$ cat src/rtl/spatz_cluster_barrier.sv
// Hardware barrier for the Spatz cluster: gathers core arrivals
// over a participation mask and releases them together.
module spatz_cluster_barrier #(
  parameter int unsigned NrCores       = 4,
  parameter int unsigned TimeoutCycles = 0,
  parameter int unsigned CntWidth      = 32
) (
  input  logic                clk_i,
  input  logic                rst_i,
  input  logic [NrCores-1:0]  barrier_mask_i,
  input  logic [NrCores-1:0]  req_valid_i,
  output logic [NrCores-1:0]  req_ready_o,
  output logic [NrCores-1:0]  rsp_valid_o,
  output logic                busy_o,
  output logic                timeout_o,
  output logic [CntWidth-1:0] generation_o,
  output logic [NrCores-1:0]  stall_o
);

  localparam logic [1:0] Idle    = 2'd0;
  localparam logic [1:0] Gather  = 2'd1;
  localparam logic [1:0] Release = 2'd2;

  localparam logic [CntWidth-1:0] TmoLast =
    CntWidth'(TimeoutCycles - 1);

  logic [1:0]          state_q, state_d;
  logic [NrCores-1:0]  arrived_q, arrived_d;
  logic [NrCores-1:0]  mask_q, mask_d;
  logic [NrCores-1:0]  self_q, self_d;
  logic [NrCores-1:0]  accepted, mask_eff;
  logic [CntWidth-1:0] gen_q, tmo_q, tmo_d;
  logic                flag_q, flag_d;
  logic                in_rel, covered, tmo_hit;

  assign in_rel = (state_q == Release);

  // Handshake and output decode
  assign req_ready_o  = in_rel ? '0 : ~arrived_q;
  assign accepted     = req_valid_i & req_ready_o;
  assign rsp_valid_o  = self_q | (in_rel ? arrived_q : '0);
  assign busy_o       = (state_q != Idle);
  assign timeout_o    = in_rel & flag_q;
  assign generation_o = gen_q;
  assign stall_o      = in_rel ? '0 : arrived_q;

  // The mask is live in IDLE and frozen for the rest of a generation
  assign mask_eff = (state_q == Idle) ? barrier_mask_i : mask_q;
  assign self_d   = accepted & ~mask_eff;
  assign covered  =
    (((arrived_q | accepted) & mask_eff) == mask_eff);
  assign tmo_hit  = (TimeoutCycles != 0) && (tmo_q == TmoLast);

  // Next-state logic for arrivals, timeout and FSM
  always_comb begin
    state_d   = state_q;
    arrived_d = arrived_q;
    mask_d    = mask_q;
    tmo_d     = tmo_q;
    flag_d    = flag_q;
    case (state_q)
      Idle: begin
        if (|accepted) begin
          mask_d    = barrier_mask_i;
          arrived_d = arrived_q | (accepted & barrier_mask_i);
          if (barrier_mask_i != '0)
            state_d = covered ? Release : Gather;
        end
      end
      Gather: begin
        arrived_d = arrived_q | (accepted & mask_q);
        if (!(&tmo_q))
          tmo_d = tmo_q + 1'b1;
        if (covered) begin
          state_d = Release;
        end else if (tmo_hit) begin
          state_d = Release;
          flag_d  = 1'b1;
        end
      end
      Release: begin
        arrived_d = '0;
        tmo_d     = '0;
        flag_d    = 1'b0;
        state_d   = Idle;
      end
      default: begin
        state_d = Idle;
      end
    endcase
  end

  // State registers with synchronous reset
  always_ff @(posedge clk_i) begin
    if (rst_i) begin
      state_q   <= Idle;
      arrived_q <= '0;
      mask_q    <= '0;
      self_q    <= '0;
      gen_q     <= '0;
      tmo_q     <= '0;
      flag_q    <= 1'b0;
    end else begin
      state_q   <= state_d;
      arrived_q <= arrived_d;
      mask_q    <= mask_d;
      self_q    <= self_d;
      tmo_q     <= tmo_d;
      flag_q    <= flag_d;
      if (in_rel)
        gen_q <= gen_q + 1'b1;
    end
  end

endmodule

$ cat config.mk
export PLATFORM = sky130hd
export DESIGN_NAME = spatz_cluster_barrier
export DESIGN_NICKNAME = d
export VERILOG_FILES = /design/src/rtl/spatz_cluster_barrier.sv
export SDC_FILE = /design/constraint.sdc
export NUM_CORES = 1
export LEC_CHECK = 0
export CAP_MARGIN = 5
export CORE_MARGIN = 5
export CORE_UTILIZATION = 44
export DETAILED_ROUTE_END_ITERATION = 6
export PLACE_DENSITY_LB_ADDON = 0.3
export RECOVER_POWER = 100
export SETUP_SLACK_MARGIN = 0.5
export SKIP_CTS_REPAIR_TIMING = 1
export SLEW_MARGIN = 25
export SYNTH_ARGS = -nofsm -noshare
export SYNTH_HDL_FRONTEND = slang
export SYNTH_SLANG_ARGS = --single-unit
$ cat constraint.sdc
create_clock -name clk_i -period 2 [get_ports clk_i]
set_clock_uncertainty 0.2 [all_clocks]
set_input_delay 0.3 -clock clk_i [delete_from_list [all_inputs] [get_ports clk_i]]
set_output_delay 0.3 -clock clk_i [all_outputs]
set_load 0.1 [all_outputs]
==> impl_metrics.sql, run 1 <==
INSERT INTO impl_metrics (metric_group, metric, value, unit) VALUES
('sta', 'setup_ws', '-73.24', 'ps'),
('synthesis', 'netlist_instances', '266', ''),
('global_routing', 'first_global_vias', '2107', ''),
('sta', 'timing.final.crit_share', '103.7', '%'),
('sta', 'relSlewSlack', '64.32', '%'),
('worst_setup_path', 'critPathArrivalTime', '2100', 'ps'),
('route', 'drc_markers', '0', ''),
('placement', 'detailedPlacementHpwl', '4606', 'um'),
('route', 'drtIter0Drc', '164', ''),
('pwr', 'power.leakage', '1.741', 'nW'),
('hold_path', 'timing.hold.worst.class', 'register to register', ''),
('synthesis', 'yosys_warnings', '0', ''),
('worst_setup_path', 'critPathSlowestCell', 'sky130_fd_sc_hd__dfxtp_4', ''),
('floorplan', 'placeableCoreArea', '5075', 'um2'),
('route', 'route.met2.wl', '4851', 'um'),
('floorplan', 'die_height', '82', 'um'),
('worst_setup_path', 'r2r_slack', '-70', 'ps'),
('placement', 'port-buffer-count', '54', ''),
('global_routing', 'first_pass_grt_wire_length', '9936', 'um'),
('floorplan', 'dieArea', '6724', 'um2'),
('worst_setup_path', 'crit_top_cell', 'sky130_fd_sc_hd__nand4_1', ''),
('route', 'postRouteAntennaNets', '0', ''),
('worst_setup_path', 'timing.critical_path.depth', '6', ''),
('floorplan', 'initial_core_utilization', '44.95', '%'),
('final_layout', 'final.fill_count', '226', ''),
('sta', 'timing_max_transition_violations_final', '0', ''),
('clock_network', 'cts.reportedPaths.clkPinSlew', '90', 'ps'),
('final_layout', 'final_nets', '380', ''),
('synthesis', 'ys_top_cells_by_area', 'sky130_fd_sc_hd__dfxtp_1 (40%), sky130_fd_sc_hd__nor2_1 (7.6%), sky130_fd_sc_hd__xor2_1 (7.3%), sky130_fd_sc_hd__nand4_1 (3.8%), sky130_fd_sc_hd__xnor2_1 (3.8%)', ''),
('worst_setup_path', 'critPathRequiredTime', '2030', 'ps'),
('worst_setup_path', 'crit_type', 'register to register', ''),
('run_status', 'failed_checks', 'negative setup slack', ''),
('placement', 'place_congestion', '0.8934', ''),
('worst_setup_path', 'path_cells', 'nand4_1 -> nor4_4 -> buf_4 -> nand4_1 -> xor2_1 -> nor2_1', ''),
('final_layout', 'proportion_of_layout_cells_with_a_drive_suffix_above_1', '57.22', '%'),
('final_layout', 'layout_commonest_cell', 'sky130_fd_sc_hd__buf_12', ''),
('sta', 'post-route-min-period', '2073', 'ps'),
('sta', 'final_hold_viol_count', '0', ''),
('run_status', 'status', 'finished, violations left', ''),
('route', 'avgRoutedWirePerCell', '20.40', 'um'),
('worst_setup_path', 'critPathCapture', 'generation_o[30]', ''),
('final_layout', 'multi_input_comb_area', '1750', 'um2'),
('pwr', 'power.density_cell_area', '1131', 'nW/um2'),
('final_layout', 'seq_area', '1011', 'um2'),
('worst_setup_path', 'timing.critical_path.slowest_cell_delay', '390', 'ps'),
('worst_setup_path', 'ff2ff_path_depth', '6', ''),
('final_layout', 'num_antenna_cells', '0', ''),
('floorplan', 'io-pin-count', '56', ''),
('sta', 'timing.final.setup_violations', '6', ''),
('floorplan', 'placement_rows', '26', ''),
('synthesis', 'synth.yosys.seq_area_share', '40.37', '%'),
('route', 'wl_met1', '3246', 'um'),
('route', 'vias_per_cell', '5.641', ''),
('final_layout', 'area_delta_synth_final', '94.62', '%'),
('worst_setup_path', 'cp-startpoint', 'generation_o[17]', ''),
('worst_setup_path', 'critPathTopFamily', 'simple AND/OR/NAND/NOR gates', ''),
('route', 'dr.max_layer_used', 'met4', ''),
('route', 'drtPass1Iterations', '4', ''),
('route', 'routed-via-count', '2465', ''),
('final_layout', 'most_frequent_cells_in_the_layout', 'sky130_fd_sc_hd__buf_12 (47), sky130_fd_sc_hd__nor2_1 (38), sky130_fd_sc_hd__buf_4 (35)', ''),
('clock_network', 'root_buffer', 'sky130_fd_sc_hd__clkbuf_8', ''),
('placement', 'post-place-ws', '-149.7', 'ps'),
('clock_network', 'h-tree-depth', '2', ''),
('synthesis', 'postSynthAreaPerCell', '8.575', 'um2'),
('clock_network', 'cts_buffers', '5', ''),
('global_routing', 'grt_max_degree', '27', ''),
('worst_setup_path', 'path_max_fanout', '7', ''),
('worst_setup_path', 'r2r-start', 'generation_o[17]', ''),
('final_layout', 'final_core_util', '87.48', '%'),
('synthesis', 'library_cells_used_by_synthesis', '40', ''),
('worst_setup_path', 'crit_path_end_kind', 'register', '');
worst reg2reg max path, cell delays in order (launching register included):
cell	delay, ps
sky130_fd_sc_hd__dfxtp_4	390
sky130_fd_sc_hd__nand4_1	310
sky130_fd_sc_hd__nor4_4	380
sky130_fd_sc_hd__buf_4	230
sky130_fd_sc_hd__nand4_1	150
sky130_fd_sc_hd__xor2_1	190
sky130_fd_sc_hd__nor2_1	150
final cells by class:
class                   instances  share of cell area [%]
clock buffers                   6                   1.635
clock inverters                 2                  0.1973
inverters                       8                  0.7610
multi-input cells             198                   39.43
flip-flops and latches         46                   22.77
well taps                      70                   1.973
repair buffers                107                   33.23
flip-flops by register name (all words and copies together), names as in the netlist:
| signal | count |
|---|---|
| self_q | 4 |
| arrived_q | 4 |
| mask_q | 4 |
| generation_o | 32 |
| state_q | 2 |
worst min-delay path by stage:
stage | start | endpoint | slack (ps) | depth (start not counted)
after global placement | mask_q[3] | mask_q[3] | 250 | 2
after detailed placement | mask_q[0] | mask_q[0] | 260 | 2
final | mask_q[3] | mask_q[3] | 320 | 2
after CTS | mask_q[0] | mask_q[0] | 270 | 2
after global routing | mask_q[3] | mask_q[3] | 320 | 2
after floorplan | mask_q[0] | mask_q[0] | 240 | 2
cells by family (layout without fill, tap and decap cells):
group | after synthesis | in the layout | synth area share [%]
other | 1 | 1 | 0.1644
DFF | 46 | 46 | 40.37
buffers and inverters | 22 | 123 | 3.950
and+or+nand+nor | 129 | 129 | 30.55
muxes | 6 | 6 | 2.633
adders and majority gates | 4 | 4 | 2.194
xor gates and xnor gates | 29 | 29 | 11.14
AOI/OAI and AO/OA | 29 | 29 | 8.997
layer usage:
| metal | vias up | global-route usage (%) |
|---|---|---|
| met1 | 1204 | 23.36 |
| met5 | - | 0 |
| met3 | 30 | 4.715 |
| met2 | 108 | 31.74 |
| met4 | 0 | 8.970 |
| li1 | 1123 | - |
per-stage QoR:
step | hold slack, ps | setup TNS, ps | cells | instance area, um2 | power [mW]
2_1_floorplan | 243.6 | -90.09 | 266 | 2604 | 3.007
3_3_place_gp | 251.7 | -180.2 | 402 | 3746 | 3.753
5_1_grt | 324.1 | -490.8 | 437 | 4439 | 5.195
4_1_cts | 269.0 | -2186 | 410 | 3827 | 4.345
6_report | 315.8 | -147.5 | 437 | 4439 | 5.023
3_5_place_dp | 257.2 | -295.9 | 402 | 3746 | 3.797
cell usage after synthesis:
| master | count |
|---|---|
| sky130_fd_sc_hd__dfxtp_1 | 46 |
| sky130_fd_sc_hd__nor2_1 | 46 |
| sky130_fd_sc_hd__xor2_1 | 19 |
| sky130_fd_sc_hd__nand3_1 | 16 |
| sky130_fd_sc_hd__nand4_1 | 14 |
| sky130_fd_sc_hd__nand2_1 | 13 |
| sky130_fd_sc_hd__clkbuf_1 | 10 |
| sky130_fd_sc_hd__xnor2_1 | 10 |
| sky130_fd_sc_hd__inv_1 | 8 |
| sky130_fd_sc_hd__nand2b_1 | 8 |
| sky130_fd_sc_hd__a21oi_1 | 6 |
| sky130_fd_sc_hd__mux2i_1 | 6 |
| sky130_fd_sc_hd__a21o_1 | 5 |
| sky130_fd_sc_hd__nor2b_1 | 5 |
| sky130_fd_sc_hd__nor3_1 | 5 |
| sky130_fd_sc_hd__a211o_1 | 4 |
| sky130_fd_sc_hd__and3_1 | 4 |
| sky130_fd_sc_hd__ha_1 | 4 |
| sky130_fd_sc_hd__nor4b_1 | 4 |
| sky130_fd_sc_hd__o211ai_1 | 4 |
| sky130_fd_sc_hd__o21a_1 | 4 |
| sky130_fd_sc_hd__and4_1 | 3 |
| sky130_fd_sc_hd__buf_2 | 3 |
| sky130_fd_sc_hd__nand4b_1 | 2 |
| sky130_fd_sc_hd__o21ai_0 | 2 |
| sky130_fd_sc_hd__a31oi_1 | 1 |
| sky130_fd_sc_hd__a41oi_1 | 1 |
| sky130_fd_sc_hd__and2_1 | 1 |
| sky130_fd_sc_hd__and3_2 | 1 |
| sky130_fd_sc_hd__buf_4 | 1 |
| sky130_fd_sc_hd__conb_1 | 1 |
| sky130_fd_sc_hd__nand3_2 | 1 |
| sky130_fd_sc_hd__nand4_4 | 1 |
| sky130_fd_sc_hd__nor4_1 | 1 |
| sky130_fd_sc_hd__nor4_4 | 1 |
| sky130_fd_sc_hd__o211a_1 | 1 |
| sky130_fd_sc_hd__o31ai_1 | 1 |
| sky130_fd_sc_hd__or3_1 | 1 |
| sky130_fd_sc_hd__or4_1 | 1 |
| sky130_fd_sc_hd__or4_4 | 1 |
power breakdown:
group | total (mW) | internal (mW) | switching [mW]
logic | 3.36 | 1.41 | 1.95
registers | 1.10 | 0.993 | 0.106
clock network | 0.561 | 0.241 | 0.320
Note: power is estimated with default switching activity, not from simulation.
==> run 2, diff against run 1 <==
--- a/config.mk
+++ b/config.mk
@@ -13,6 +13,7 @@
 export RECOVER_POWER = 100
 export SETUP_SLACK_MARGIN = 0.5
 export SKIP_CTS_REPAIR_TIMING = 1
+export SKIP_LAST_GASP = 1
 export SLEW_MARGIN = 25
 export SYNTH_ARGS = -nofsm -noshare
 export SYNTH_HDL_FRONTEND = slang
==> run 2 against run 1 <==
Via count down 1.9%; critical path depth unchanged; utilization decreased by 1.8 points; combinational power about the same; the run still ends with negative setup slack left; final area down 2.0%.
==> impl_metrics.sql, run 2 (synthesis gave the netlist of run 1 again) <==
INSERT INTO impl_metrics (metric_group, metric, value, unit) VALUES
('worst_setup_path', 'critPathRequiredTime', '1500', 'ps'),
('worst_setup_path', 'critPathArrivalTime', '1530', 'ps'),
('route', 'drc_markers', '0', ''),
('clock_network', 'cts_buffers', '5', ''),
('sta', 'setup_ws', '-28.66', 'ps'),
('sta', 'relSlewSlack', '64.04', '%'),
('floorplan', 'initial_core_utilization', '44.95', '%'),
('worst_setup_path', 'critPathTopFamily', 'buffers and inverters', ''),
('route', 'drtIter0Drc', '153', ''),
('worst_setup_path', 'crit_type', 'register to output port', ''),
('flow_run', 'maxCapViolCount', '0', ''),
('sta', 'setup-tns-final', '-129.3', 'ps'),
('floorplan', 'dieArea', '6724', 'um2'),
('placement', 'placement.cell_area', '3746', 'um2'),
('placement', 'port-buffer-count', '54', ''),
('placement', 'detailedPlacementHpwl', '4606', 'um'),
('clock_network', 'worstSkewPairLatency', '310', 'ps'),
('run_status', 'status', 'finished, violations left', ''),
('worst_setup_path', 'r2r-start', 'state_q[0]', ''),
('final_layout', 'num_antenna_cells', '0', ''),
('worst_setup_path', 'timing.critical_path.slowest_cell_delay', '350', 'ps'),
('final_layout', 'area_delta_synth_final', '90.67', '%'),
('route', 'drtPass1Iterations', '4', ''),
('route', 'postRouteAntennaNets', '0', ''),
('worst_setup_path', 'rr_endpoint', 'state_q[0]', ''),
('worst_setup_path', 'cp-startpoint', 'state_q[0]', ''),
('route', 'avgRoutedWirePerCell', '19.41', 'um'),
('route', 'routed-via-count', '2419', ''),
('floorplan', 'placement_rows', '26', ''),
('global_routing', 'grt_max_degree', '27', ''),
('final_layout', 'final_nets', '380', ''),
('sta', 'unrepaired_setup_endpoints_after_global_routing', 'true', ''),
('global_routing', 'first_global_vias', '2107', ''),
('sta', 'timing.final.crit_share', '101.4', '%'),
('worst_setup_path', 'worst-path-buf-inv', '4', ''),
('run_status', 'failed_checks', 'negative setup slack', ''),
('floorplan', 'placeableCoreArea', '5075', 'um2'),
('worst_setup_path', 'ff2ff_path_depth', '8', ''),
('worst_setup_path', 'path_cells', 'inv_2 -> ha_4 -> buf_12 -> buf_12 -> a21o_4 -> buf_12', ''),
('sta', 'final_hold_viol_count', '0', ''),
('floorplan', 'io-pin-count', '56', ''),
('floorplan', 'die_x', '82', 'um'),
('clock_network', 'h-tree-depth', '2', ''),
('final_layout', 'post_layout_nonfiller_instances', '437', ''),
('worst_setup_path', 'crit_top_cell', 'sky130_fd_sc_hd__buf_12', ''),
('pwr', 'power.leakage', '1.678', 'nW'),
('placement', 'placedCellCount', '402', ''),
('sta', 'post-route-min-period', '2029', 'ps'),
('worst_setup_path', 'crit_path_end_kind', 'output port', ''),
('final_layout', 'final_cell_area', '4349', 'um2'),
('final_layout', 'largest_register_ff_count', '32', ''),
('worst_setup_path', 'worstSetupStartpointType', 'register', ''),
('pwr', 'power.density_cell_area', '1147', 'nW/um2'),
('final_layout', 'proportion_of_layout_cells_with_a_drive_suffix_above_1', '55.04', '%'),
('worst_setup_path', 'critPathSlowestCell', 'sky130_fd_sc_hd__dfxtp_2', ''),
('clock_network', 'clock_tree_buffer_depth', '2', ''),
('global_routing', 'gr-usage-all-layers', '19.21', '%'),
('placement', 'place_congestion', '0.8934', ''),
('global_routing', 'grt_overflow_total', '0', ''),
('final_layout', 'most_frequent_cells_in_the_layout', 'sky130_fd_sc_hd__buf_12 (46), sky130_fd_sc_hd__nor2_1 (38), sky130_fd_sc_hd__buf_4 (38)', ''),
('worst_setup_path', 'timing.critical_path.depth', '6', ''),
('global_routing', 'antenna_violations_before_repair', '0', ''),
('pwr', 'power.ir.vdd_worst', '0.9964', 'mV'),
('clock_network', 'cts.reportedPaths.clkPinSlew', '90', 'ps'),
('clock_network', 'clock_tree_from_tritoncts', 'done', ''),
('global_routing', 'first_pass_grt_wire_length', '9936', 'um'),
('route', 'vias_per_cell', '5.535', ''),
('clock_network', 'cts_num_sinks', '46', ''),
('sta', 'worst-slew-pin-transition', '541.7', 'ps'),
('floorplan', 'die_height', '82', 'um'),
('route', 'wl', '8480', 'um'),
('clock_network', 'root_buffer', 'sky130_fd_sc_hd__clkbuf_8', ''),
('final_layout', 'layout_commonest_cell', 'sky130_fd_sc_hd__buf_12', ''),
('pwr', 'finalPower', '4.990', 'mW'),
('sta', 'timing_max_transition_violations_final', '0', ''),
('hold_path', 'timing.hold.worst.class', 'register to register', ''),
('worst_setup_path', 'critPathCapture', 'rsp_valid_o[3]', ''),
('worst_setup_path', 'path_max_fanout', '7', ''),
('sta', 'fmax', '492.9', 'MHz'),
('worst_setup_path', 'r2r_slack', '40', 'ps'),
('sta', 'timing.final.setup_violations', '5', '');
## run 2: changes by cell type in the layout (fill, tap and decap cells not counted), sizes merged
cell,change
buf,-1
clkbuf,+1
## run 2: routing by layer
| metal | up-vias | track usage, % | wire, um |
|---|---|---|---|
| met3 | 21 | 4.715 | 454 |
| li1 | 1125 | - | - |
| met2 | 103 | 31.74 | 4621 |
| met4 | 0 | 8.970 | 215 |
| met5 | - | 0 | 0 |
| met1 | 1170 | 23.36 | 3188 |
## run 2: how the worst min path moves through the flow
stage          startpoint   endpoint  slack (ps)  depth (start not counted)
6_report        mask_q[3]  mask_q[3]         300                          2
5_1_grt         mask_q[3]  mask_q[3]         330                          2
4_1_cts         mask_q[0]  mask_q[0]         270                          2
3_5_place_dp    mask_q[0]  mask_q[0]         260                          2
3_3_place_gp    mask_q[3]  mask_q[3]         250                          2
2_1_floorplan   mask_q[0]  mask_q[0]         240                          2
## run 2: cell type report
cell class | instances | area [um2]
fillers | 250 | 725.7
flip-flops and latches | 46 | 1011
clock buffers | 6 | 72.57
repair buffers | 107 | 1449
inverters | 8 | 33.78
clock inverters | 2 | 8.758
multi-input cells | 198 | 1687
well taps | 70 | 87.58
## run 2: tightest hold or removal path: stages, from the launching register on
cell and delay, ps:
sky130_fd_sc_hd__dfxtp_1 340, sky130_fd_sc_hd__nand2_1 60, sky130_fd_sc_hd__a21oi_1 60
## run 2: through the flow
stage | hold slack, ps | setup WS, ps | util (%)
6_report | 298.6 | -28.66 | 85.70
3_3_place_gp | 251.7 | -124.4 | 73.82
5_1_grt | 332.1 | -62.42 | 85.70
4_1_cts | 269.0 | -298.9 | 75.42
2_1_floorplan | 243.6 | -74.14 | -
3_5_place_dp | 257.2 | -149.7 | 73.82
## run 2: power by group
| part | switching, mW | leakage (nW) | internal, mW | total, mW |
|---|---|---|---|---|
| Sequential | 0.101 | 0.395 | 0.993 | 1.09 |
| Combinational | 1.93 | 1.24 | 1.40 | 3.33 |
| Clock | 0.328 | 0.0426 | 0.241 | 0.569 |
| Total | 2.36 | 1.68 | 2.63 | 4.99 |
